## src/rtl/cutelock_b09_sequencer_if.sv

```systemverilog
// Host-side bus of the cutelock b09 sequencer: schedule load, run control,
// byte stream in, and the serial/key drive toward the locked core.
interface cutelock_b09_sequencer_if #(
   parameter int KEY_W = 1,
   parameter int PH_W  = 1
);
   logic             cfg_valid;
   logic [KEY_W-1:0] cfg_data;
   logic             cfg_ready;
   logic             start;
   logic             stop;
   logic             byte_valid;
   logic [7:0]       byte_data;
   logic             byte_ready;
   logic             x_out;
   logic [KEY_W-1:0] key_out;
   logic [PH_W-1:0]  phase;
   logic             busy;
   logic             cfg_err;

   // Host / harness side
   modport master (
      output cfg_valid, cfg_data, start, stop, byte_valid, byte_data,
      input  cfg_ready, byte_ready, x_out, key_out, phase, busy, cfg_err
   );

   // Sequencer side
   modport slave (
      input  cfg_valid, cfg_data, start, stop, byte_valid, byte_data,
      output cfg_ready, byte_ready, x_out, key_out, phase, busy, cfg_err
   );
endinterface

```

## src/rtl/cutelock_b09_sequencer.sv

```systemverilog
// Run-time controller for a key-locked b09-class serial converter.
// Loads a DEPTH-entry key schedule, replays it on key_out while running,
// and frames host bytes onto x_out (start bit, 8 data bits MSB first,
// then 1 + GAP zero cycles).
// Optional feature macro: CUTELOCK_PHASE_SYNC_EN adds sync_in, which
// realigns the schedule phase to 0 while running or draining.
module cutelock_b09_sequencer #(
   parameter int DEPTH = 2,
   parameter int KEY_W = 1,
   parameter int PH_W  = 1,
   parameter int GAP   = 2
) (
   input logic clock,
   input logic reset,
`ifdef CUTELOCK_PHASE_SYNC_EN
   input logic sync_in,
`endif
   cutelock_b09_sequencer_if.slave bus
);

   typedef enum logic [1:0] {
      S_IDLE,
      S_ARMED,
      S_RUN,
      S_DRAIN
   } state_t;

   // Frame counter holds the cycle offset from byte acceptance; 0 = idle.
   localparam int              CNT_W     = $clog2(11 + GAP);
   localparam logic [CNT_W-1:0] CNT_START = CNT_W'(1);
   localparam logic [CNT_W-1:0] CNT_D0    = CNT_W'(2);
   localparam logic [CNT_W-1:0] CNT_D7    = CNT_W'(9);
   localparam logic [CNT_W-1:0] CNT_LAST  = CNT_W'(10 + GAP);
   localparam logic [PH_W-1:0]  PH_LAST   = PH_W'(DEPTH - 1);

   state_t           state_q, state_d;
   logic [KEY_W-1:0] sched_q [DEPTH];
   logic [KEY_W-1:0] sched_d [DEPTH];
   logic [PH_W-1:0]  wr_ptr_q, wr_ptr_d;
   logic [PH_W-1:0]  phase_q, phase_d;
   logic             loaded_q, loaded_d;
   logic [KEY_W-1:0] key_q, key_d;
   logic             cfg_err_q, cfg_err_d;
   logic [CNT_W-1:0] cnt_q, cnt_d;
   logic [7:0]       data_q, data_d;

   logic             cfg_ready;
   logic             byte_ready;
   logic             byte_acc;
   logic             frame_active;
   logic             frame_last;
   logic             sync_hit;
   logic [PH_W-1:0]  phase_nxt;

`ifdef CUTELOCK_PHASE_SYNC_EN
   assign sync_hit = sync_in;
`else
   assign sync_hit = 1'b0;
`endif

   assign frame_active = (cnt_q != '0);
   assign frame_last   = (cnt_q == CNT_LAST);
   assign phase_nxt    = (phase_q == PH_LAST) ? '0 : phase_q + PH_W'(1);

   // Control FSM: schedule loading, run/drain sequencing, phase and key.
   always_comb begin
      // NOTE: every variable gets a default before the case so no path leaves it unassigned (no latches).
      state_d    = state_q;
      sched_d    = sched_q;
      wr_ptr_d   = wr_ptr_q;
      phase_d    = phase_q;
      loaded_d   = loaded_q;
      key_d      = key_q;
      cfg_err_d  = cfg_err_q;
      cfg_ready  = 1'b0;
      byte_ready = 1'b0;
      byte_acc   = 1'b0;

      case (state_q)
         S_IDLE: begin
            cfg_ready = 1'b1;
            if (bus.start) begin
               cfg_err_d = 1'b1;
            end
            if (bus.cfg_valid) begin
               sched_d[wr_ptr_q] = bus.cfg_data;
               if (wr_ptr_q == PH_LAST) begin
                  wr_ptr_d = '0;
                  loaded_d = 1'b1;
                  state_d  = S_ARMED;
               end else begin
                  wr_ptr_d = wr_ptr_q + PH_W'(1);
               end
            end
         end

         S_ARMED: begin
            if (bus.start && loaded_q) begin
               // Start wins over a simultaneous cfg beat; cfg_ready stays low.
               state_d = S_RUN;
               phase_d = '0;
               key_d   = sched_q[0];
            end else begin
               cfg_ready = 1'b1;
               if (bus.cfg_valid) begin
                  // A new beat discards the old schedule and restarts loading.
                  sched_d[0] = bus.cfg_data;
                  wr_ptr_d   = PH_W'(1);
                  loaded_d   = 1'b0;
                  state_d    = S_IDLE;
               end
            end
         end

         S_RUN: begin
            byte_ready = !frame_active;
            byte_acc   = bus.byte_valid && byte_ready;
            phase_d    = phase_nxt;
            key_d      = sched_q[phase_nxt];
            if (sync_hit) begin
               phase_d = '0;
               key_d   = sched_q[0];
            end
            if (bus.stop) begin
               if (frame_active || byte_acc) begin
                  state_d = S_DRAIN;
               end else begin
                  state_d = S_ARMED;
                  phase_d = '0;
                  key_d   = '0;
               end
            end
         end

         S_DRAIN: begin
            phase_d = phase_nxt;
            key_d   = sched_q[phase_nxt];
            if (sync_hit) begin
               phase_d = '0;
               key_d   = sched_q[0];
            end
            if (frame_last || !frame_active) begin
               state_d = S_ARMED;
               phase_d = '0;
               key_d   = '0;
            end
         end

         default: begin
            state_d = S_IDLE;
         end
      endcase
   end

   // Serializer: counts frame cycles and shifts data out MSB first.
   always_comb begin
      cnt_d  = cnt_q;
      data_d = data_q;
      if (byte_acc) begin
         cnt_d  = CNT_START;
         data_d = bus.byte_data;
      end else if (frame_active) begin
         cnt_d = frame_last ? '0 : cnt_q + CNT_W'(1);
         if (cnt_q >= CNT_D0) begin
            data_d = {data_q[6:0], 1'b0};
         end
      end
   end

   // State and datapath registers.
   always_ff @(posedge clock or negedge reset) begin
      if (!reset) begin
         state_q   <= S_IDLE;
         // NOTE: the schedule array is reset explicitly so a reset leaves no stale key material behind.
         for (int i = 0; i < DEPTH; i++) begin
            sched_q[i] <= '0;
         end
         wr_ptr_q  <= '0;
         phase_q   <= '0;
         loaded_q  <= 1'b0;
         key_q     <= '0;
         cfg_err_q <= 1'b0;
         cnt_q     <= '0;
         data_q    <= '0;
      end else begin
         // NOTE: non-blocking assignments so every flop samples the pre-edge values.
         state_q   <= state_d;
         sched_q   <= sched_d;
         wr_ptr_q  <= wr_ptr_d;
         phase_q   <= phase_d;
         loaded_q  <= loaded_d;
         key_q     <= key_d;
         cfg_err_q <= cfg_err_d;
         cnt_q     <= cnt_d;
         data_q    <= data_d;
      end
   end

   assign bus.cfg_ready  = cfg_ready;
   assign bus.byte_ready = byte_ready;
   assign bus.x_out      = (cnt_q == CNT_START) ||
                           ((cnt_q >= CNT_D0) && (cnt_q <= CNT_D7) && data_q[7]);
   assign bus.key_out    = key_q;
   assign bus.phase      = phase_q;
   assign bus.busy       = (state_q == S_RUN) || (state_q == S_DRAIN);
   assign bus.cfg_err    = cfg_err_q;

endmodule

```

## src/flat_wrapper.sv

```systemverilog
// flat-port wrapper written by rule: the top's interface ports become plain ports
module cutelock_b09_sequencer_flat 
#(
   parameter int DEPTH = 2,
   parameter int KEY_W = 1,
   parameter int PH_W  = 1,
   parameter int GAP   = 2
)
  (clock, reset, bus_cfg_valid, bus_cfg_data, bus_start, bus_stop, bus_byte_valid, bus_byte_data, bus_cfg_ready, bus_byte_ready, bus_x_out, bus_key_out, bus_phase, bus_busy, bus_cfg_err);
  cutelock_b09_sequencer_if #(.KEY_W(KEY_W), .PH_W(PH_W)) bus_i ();
  input logic clock;
  input logic reset;
  input wire logic [$bits(bus_i.cfg_valid)-1:0] bus_cfg_valid;
  input wire logic [$bits(bus_i.cfg_data)-1:0] bus_cfg_data;
  input wire logic [$bits(bus_i.start)-1:0] bus_start;
  input wire logic [$bits(bus_i.stop)-1:0] bus_stop;
  input wire logic [$bits(bus_i.byte_valid)-1:0] bus_byte_valid;
  input wire logic [$bits(bus_i.byte_data)-1:0] bus_byte_data;
  output wire logic [$bits(bus_i.cfg_ready)-1:0] bus_cfg_ready;
  output wire logic [$bits(bus_i.byte_ready)-1:0] bus_byte_ready;
  output wire logic [$bits(bus_i.x_out)-1:0] bus_x_out;
  output wire logic [$bits(bus_i.key_out)-1:0] bus_key_out;
  output wire logic [$bits(bus_i.phase)-1:0] bus_phase;
  output wire logic [$bits(bus_i.busy)-1:0] bus_busy;
  output wire logic [$bits(bus_i.cfg_err)-1:0] bus_cfg_err;
  assign bus_i.cfg_valid = bus_cfg_valid;
  assign bus_i.cfg_data = bus_cfg_data;
  assign bus_i.start = bus_start;
  assign bus_i.stop = bus_stop;
  assign bus_i.byte_valid = bus_byte_valid;
  assign bus_i.byte_data = bus_byte_data;
  assign bus_cfg_ready = bus_i.cfg_ready;
  assign bus_byte_ready = bus_i.byte_ready;
  assign bus_x_out = bus_i.x_out;
  assign bus_key_out = bus_i.key_out;
  assign bus_phase = bus_i.phase;
  assign bus_busy = bus_i.busy;
  assign bus_cfg_err = bus_i.cfg_err;
  cutelock_b09_sequencer #(.DEPTH(DEPTH), .KEY_W(KEY_W), .PH_W(PH_W), .GAP(GAP)) u_core (.clock(clock), .reset(reset), .bus(bus_i));
endmodule
```

## config.mk

```make
export PLATFORM = sky130hd
export DESIGN_NAME = cutelock_b09_sequencer_flat
export DESIGN_NICKNAME = d
export VERILOG_FILES = /design/src/rtl/cutelock_b09_sequencer_if.sv /design/src/rtl/cutelock_b09_sequencer.sv /design/src/flat_wrapper.sv
export SDC_FILE = /design/constraint.sdc
export NUM_CORES = 1
export LEC_CHECK = 0
export ABC_AREA = 1
export BUFFER_PORTS_ARGS = -buffer_cell sky130_fd_sc_hd__buf_2
export CORE_ASPECT_RATIO = 0.6
export CORE_UTILIZATION = 51
export CTS_BUF_LIST = sky130_fd_sc_hd__clkbuf_8
export CTS_CLUSTER_SIZE = 30
export DETAILED_ROUTE_END_ITERATION = 12
export PLACE_DENSITY = 0.77
export SLEW_MARGIN = 20
export SYNTH_ARGS = -nofsm -noshare
export SYNTH_HDL_FRONTEND = slang
export SYNTH_SLANG_ARGS = --single-unit
```

## constraint.sdc

```tcl
create_clock -name clock -period 1.4 [get_ports clock]
set_input_delay 0.14 -clock clock [delete_from_list [all_inputs] [get_ports clock]]
set_output_delay 0.14 -clock clock [all_outputs]
set_load 0.05 [all_outputs]
```

==> run metrics, run 1 <==
library cells used by synthesis 22; total standard cell area after synthesis 1226 sq um; clk root buf sky130_fd_sc_hd__clkbuf_8; top cell type's share of synthesized area 42.86%; dominant combinational cell family by area after synthesis simple AND/OR/NAND/NOR gates; area share of xor/xnor cells in the synthesized design 1.429%; Final Wtd Congestion 0.7743; predominant post-synthesis flop cell sky130_fd_sc_hd__dfrtp_1; synthesized-area fraction occupied by adder cells 9.184%; outcome stopped before the end; post-synthesis register bit count 21; Yosys warning count 0; die height 39.98 microns; pin count of the biggest net entering global routing 22; synthesized-area fraction occupied by ao, oa, aoi and oai cells 11.33%; leading area contributor after synthesis sky130_fd_sc_hd__dfrtp_1; pin category terminating the worst setup path after the last repair primary output; sequential cell area fraction in the yosys report 42.86%; number of synthesized flops with an enable pin 0; synthesized area per cell 8.014 sq um; overall die width 65.30 microns; detailed-placement wirelength estimate 2.238 mm; total CTS buffers 3; number of buffers between clock root and the deepest sink 2; post-synth net total 177; portion of netlist area occupied by mux cells 0%; last flow stage reached global routing (5_1_grt); worst setup endpoint GRT bus_x_out; Post-Synth Simple-Gate Area 29.08%; post-synthesis instance total 153; H-tree level count 1; error msg [ERROR DPL-0033] detailed placement checks failed during check placement.; number of I/O port buffers 21; clock sinks 21; antenna violations before repair 0; number of ports placed on the die boundary 22; Async S/R FF share, synth 100.0%; total placed instance area 1523 sq um; Starting Density 55.43%; library cell with the highest instance count after synthesis sky130_fd_sc_hd__nand2_1; most area-consuming cells after synthesis sky130_fd_sc_hd__dfrtp_1, sky130_fd_sc_hd__nand2_1, sky130_fd_sc_hd__ha_1; leading cell types by count after synthesis sky130_fd_sc_hd__nand2_1, sky130_fd_sc_hd__dfrtp_1, sky130_fd_sc_hd__inv_1, sky130_fd_sc_hd__nor2_1, sky130_fd_sc_hd__o21ai_0; Rows 13
==> stage by stage <==
step | instances | hold WS [ns] | setup slack [ns]
3_3_place_gp | 221 | 0.1168 | -0.1482
4_1_cts | 232 | 0.08527 | -0.1724
3_5_place_dp | 221 | 0.1221 | -0.1657
2_1_floorplan | 153 | -0.1556 | -0.1693
==> logic make-up after synthesis <==
| logic type | count (synthesis) |
|---|---|
| AOI/OAI and AO/OA | 25 |
| xor gates and xnor gates | 2 |
| adders and majority gates | 9 |
| buffers and inverters | 20 |
| DFF | 21 |
| and+or+nand+nor | 76 |
==> repair_timing <==
item,CTS
setup endpoints to repair,16
pin swaps,10
endpoints found under the hold margin,21
buffers inserted,6
hold buffers,1
resized for setup,44
==> run 2, diff against run 1 <==
- CORE_AREA: unset -> 2 2 63 65
- CORE_ASPECT_RATIO: 0.6 -> unset
- CORE_UTILIZATION: 51 -> unset
- CTS_BUF_LIST: sky130_fd_sc_hd__clkbuf_8 -> unset
- CTS_CLUSTER_SIZE: 30 -> unset
- DIE_AREA: unset -> 0 0 65 67
- PLACE_DENSITY: 0.77 -> unset
- PLACE_DENSITY_LB_ADDON: unset -> 0.15
- clock period: 1.4 -> 1.8 ns (I/O delays scaled with it)
==> run 2 against run 1 <==
The run now ends clean. Synthesized cell count did not move. Area after synthesis did not move.
==> run metrics, run 2 <==
overall via count from detail_route 1,049; startpoint type of the worst setup path flip-flop; Reg with most FFs u_core.data_q; commonest cells after routing, fill and taps aside sky130_fd_sc_hd__nand2_1, sky130_fd_sc_hd__dfrtp_1, sky130_fd_sc_hd__inv_1, sky130_fd_sc_hd__buf_2, sky130_fd_sc_hd__nor2_1; clock sinks 21 (unchanged); leading area contributor after synthesis sky130_fd_sc_hd__dfrtp_1 (unchanged); number of global-route vias before repair 1,077; largest registers u_core.data_q: 8 flops, u_core.cnt_q: 4 flops; overall routed net length 2.580 mm; worst hold endpoint u_core.data_q[0]$_DFFE_PN0P_; power density normalized to cell area 1813 nW/um^2; RSZ-0062 raised after global routing no; Worst path max stage delay 0.42 ns; worst hold path depth 3; max-cap violation count 0; max reg flops 8; fin. max-slew vios 0; most common library cell in the layout ignoring fill and taps sky130_fd_sc_hd__nand2_1; CP Max Fanout 8; net switching share of the total power 48.71%; Yosys warning count 0 (unchanged); sequential cell area fraction in the yosys report 42.86% (unchanged); transition time at the pin with the least slew margin 0.4925 ns; overall global routing resource usage 13.59%; share of total power in combinational logic 57.4%; count of endpoints failing setup in the final report 0; Internal Dissipation 1.383 mW; worst-case vdd ir drop 543.8 uV; Rows 22 (was 13); die area 4355 sq um; Layout Skew 0.001671 ns; clock-pin transition on the worst setup and hold timing paths 0.08 ns; Lkg Pwr 0.7674 nW; fin nets 205; number of synthesized flops with an enable pin 0 (unchanged); layout cell share with drive strength beyond 1 22.22%; r2r setup slk 0.23 ns; worst hold path startpoint bus_byte_data[0]; area added between synthesis and finish 21.33%; die height 67 microns (was 39.98 microns); Critical Path Sink Type output port; clock tree from TritonCTS done; overall die width 65 microns (was 65.30 microns); Ant. Diodes 0; final antenna-violating net count 0; Final Wtd Congestion 0.7589 (was 0.7743); portion of total power attributed to the clock network 11.3%; Async S/R FF share, synth 100.0% (unchanged); ratio of final minimum period to clock period 94.23%; DR pass1 iterations 4; total standard cell area after synthesis 1226 sq um (unchanged); endpoint of the worst register-to-register path u_core.sched_q[1]$_DFFE_PN0P_; wire length per cell 11.32 microns; detailed-placement wirelength estimate 2.004 mm (was 2.238 mm); area used by multi-input combinational logic 646.9 sq um; predominant post-synthesis flop cell sky130_fd_sc_hd__dfrtp_1 (unchanged); library cells used by synthesis 22 (unchanged); number of ports placed on the die boundary 22 (unchanged); clk root buf sky130_fd_sc_hd__clkbuf_8 (unchanged); leading cell types by count after synthesis sky130_fd_sc_hd__nand2_1, sky130_fd_sc_hd__dfrtp_1, sky130_fd_sc_hd__inv_1, sky130_fd_sc_hd__nor2_1, sky130_fd_sc_hd__o21ai_0 (unchanged); min-delay worst type input pin to flip-flop; H-tree level count 1 (unchanged); post-layout worst setup margin 0.1039 ns; Core Region 3606 sq um; worst slew slack as a fraction of its limit 67.17%; final hold vios 0; category of cells accounting for the largest share of critical-path delay flip-flops; top cell type's share of synthesized area 42.86% (unchanged); first-pass GRT wire length 4.554 mm; FF-to-FF Start u_core.state_q[1]$_DFFE_PN0P_; Crit path top cell by count sky130_fd_sc_hd__nand2_1; Sequential Area 526.8 sq um; pin count of the biggest net entering global routing 22; required time reported for the critical path endpoint 1.62 ns; detailed-route vias per instance 4.601; synthesized area per cell 8.014 sq um (unchanged); most area-consuming cells after synthesis sky130_fd_sc_hd__dfrtp_1, sky130_fd_sc_hd__nand2_1, sky130_fd_sc_hd__ha_1 (unchanged); library cell with the highest instance count after synthesis sky130_fd_sc_hd__nand2_1 (unchanged); buffer and inverter count on the worst path 2; post-placement worst setup slack 0.1657 ns (was -0.1657 ns); crit path cell chain inv_1 -> ha_2 -> nand2_1 -> nand2_1 -> clkbuf_4; total CTS buffers 3 (unchanged); depth of the worst register-to-register path 8; leftover overflow at the end of global routing 0; Starting Density 34.00% (was 55.43%); critical path class flip-flop to output port; Fin Setup TNS 0 ns; fmax 589.6 MHz; antenna violations before repair 0; drt initial violations 30; post-synthesis register bit count 21 (unchanged); post-synthesis instance total 153 (unchanged); Sw Pwr 1.314 mW; standard cell with the maximum stage delay on the critical path sky130_fd_sc_hd__dfrtp_1; number of buffers between clock root and the deepest sink 2 (unchanged); power share of the sequential group 31.2%; clock period minus final worst setup slack 1.696 ns; post-route DRC violation count 0; number of I/O port buffers 21 (unchanged); arrival time of data at the critical path endpoint 1.52 ns; post-synth net total 177 (unchanged); outcome completed (was stopped before the end); Clock Latency Late Sink 0.25 ns; number of fillers in the final layout 390
## run 2: area by class of cell
type / instances / share of cell area (%)
clock buffers: 4 / 3.028
inverters: 20 / 5.046
multi-input cells: 112 / 43.48
flip-flops and latches: 21 / 35.41
well taps: 48 / 4.037
repair buffers: 23 / 8.999
## run 2: power by group through the flow
stage | Clock, mW | Sequential [mW] | Combinational (mW)
3_5_place_dp | 0 | 0.852 | 1.46
6_report | 0.306 | 0.842 | 1.55
2_1_floorplan | 0 | 0.868 | 1.11
5_1_grt | 0.353 | 0.875 | 1.74
4_1_cts | 0.322 | 0.845 | 1.48
3_3_place_gp | 0 | 0.848 | 1.43
## run 2: cells by family after synthesis
kind of cell / Yosys count / share of synthesized area, %
AOI/OAI and AO/OA: 25 / 11.33
xor gates and xnor gates: 2 / 1.429
adders and majority gates: 9 / 9.184
buffers and inverters: 20 / 6.122
DFF: 21 / 42.86
and+or+nand+nor: 76 / 29.08
## run 2: per-layer routing
metal,routed length [microns],part of all wire (%),vias to the layer above,global-route usage [%]
li1,-,-,552,-
met1,1280,50,487,17.10
met2,1232,48,8,23.20
met3,44,1.7,2,2.027
met4,23,0.89,0,5.585
met5,0,0,-,0
## run 2: how the worst max path moves through the flow
stage,endpoint,cells after the start,from,slack [ns]
floorplan,u_core.data_q[7]$_DFFE_PN0P_,9,u_core.cnt_q[0]$_DFFE_PN0P_,0.11
global placement,u_core.data_q[5]$_DFFE_PN0P_,9,u_core.cnt_q[0]$_DFFE_PN0P_,0.21
detailed placement,u_core.data_q[7]$_DFFE_PN0P_,9,u_core.cnt_q[0]$_DFFE_PN0P_,0.17
CTS,bus_busy,5,u_core.state_q[0]$_DFFE_PN0P_,0.001
global route,bus_x_out,7,u_core.cnt_q[0]$_DFFE_PN0P_,0.02
finish,bus_cfg_ready,5,u_core.state_q[1]$_DFFE_PN0P_,0.10
## run 2: worst register-to-register path: cells and delay by family, from the launching register on
kind                     cells  cell delay (ns)
AO/OA/AOI/OAI                2             0.41
adder cells (fa/ha/maj)      1             0.23
buffers and inverters        1             0.11
flip-flops                   1             0.40
AND/OR/NAND/NOR              4             0.30
## run 2: what timing repair did
item                                   CTS  global route
hold buffers                             1             0
gates cloned                             0             0
setup endpoints to repair                2             4
setup buffers                            0             1
endpoints found under the hold margin   21             0
gates resized for setup                  3             7
## run 2: stage by stage
stage	hold slack [ns]	instance area (sq um)	power, mW	util, %	cells
2_1_floorplan	-0.1156	1230	1.973	-	153
3_3_place_gp	0.1795	1395	2.280	38.69	222
3_5_place_dp	0.1781	1395	2.312	38.69	222
4_1_cts	0.1310	1458	2.647	40.42	227
5_1_grt	0.1378	1488	2.972	41.26	228
6_report	0.1322	1488	2.697	41.26	228
Note: power is estimated with default switching activity, not from simulation.
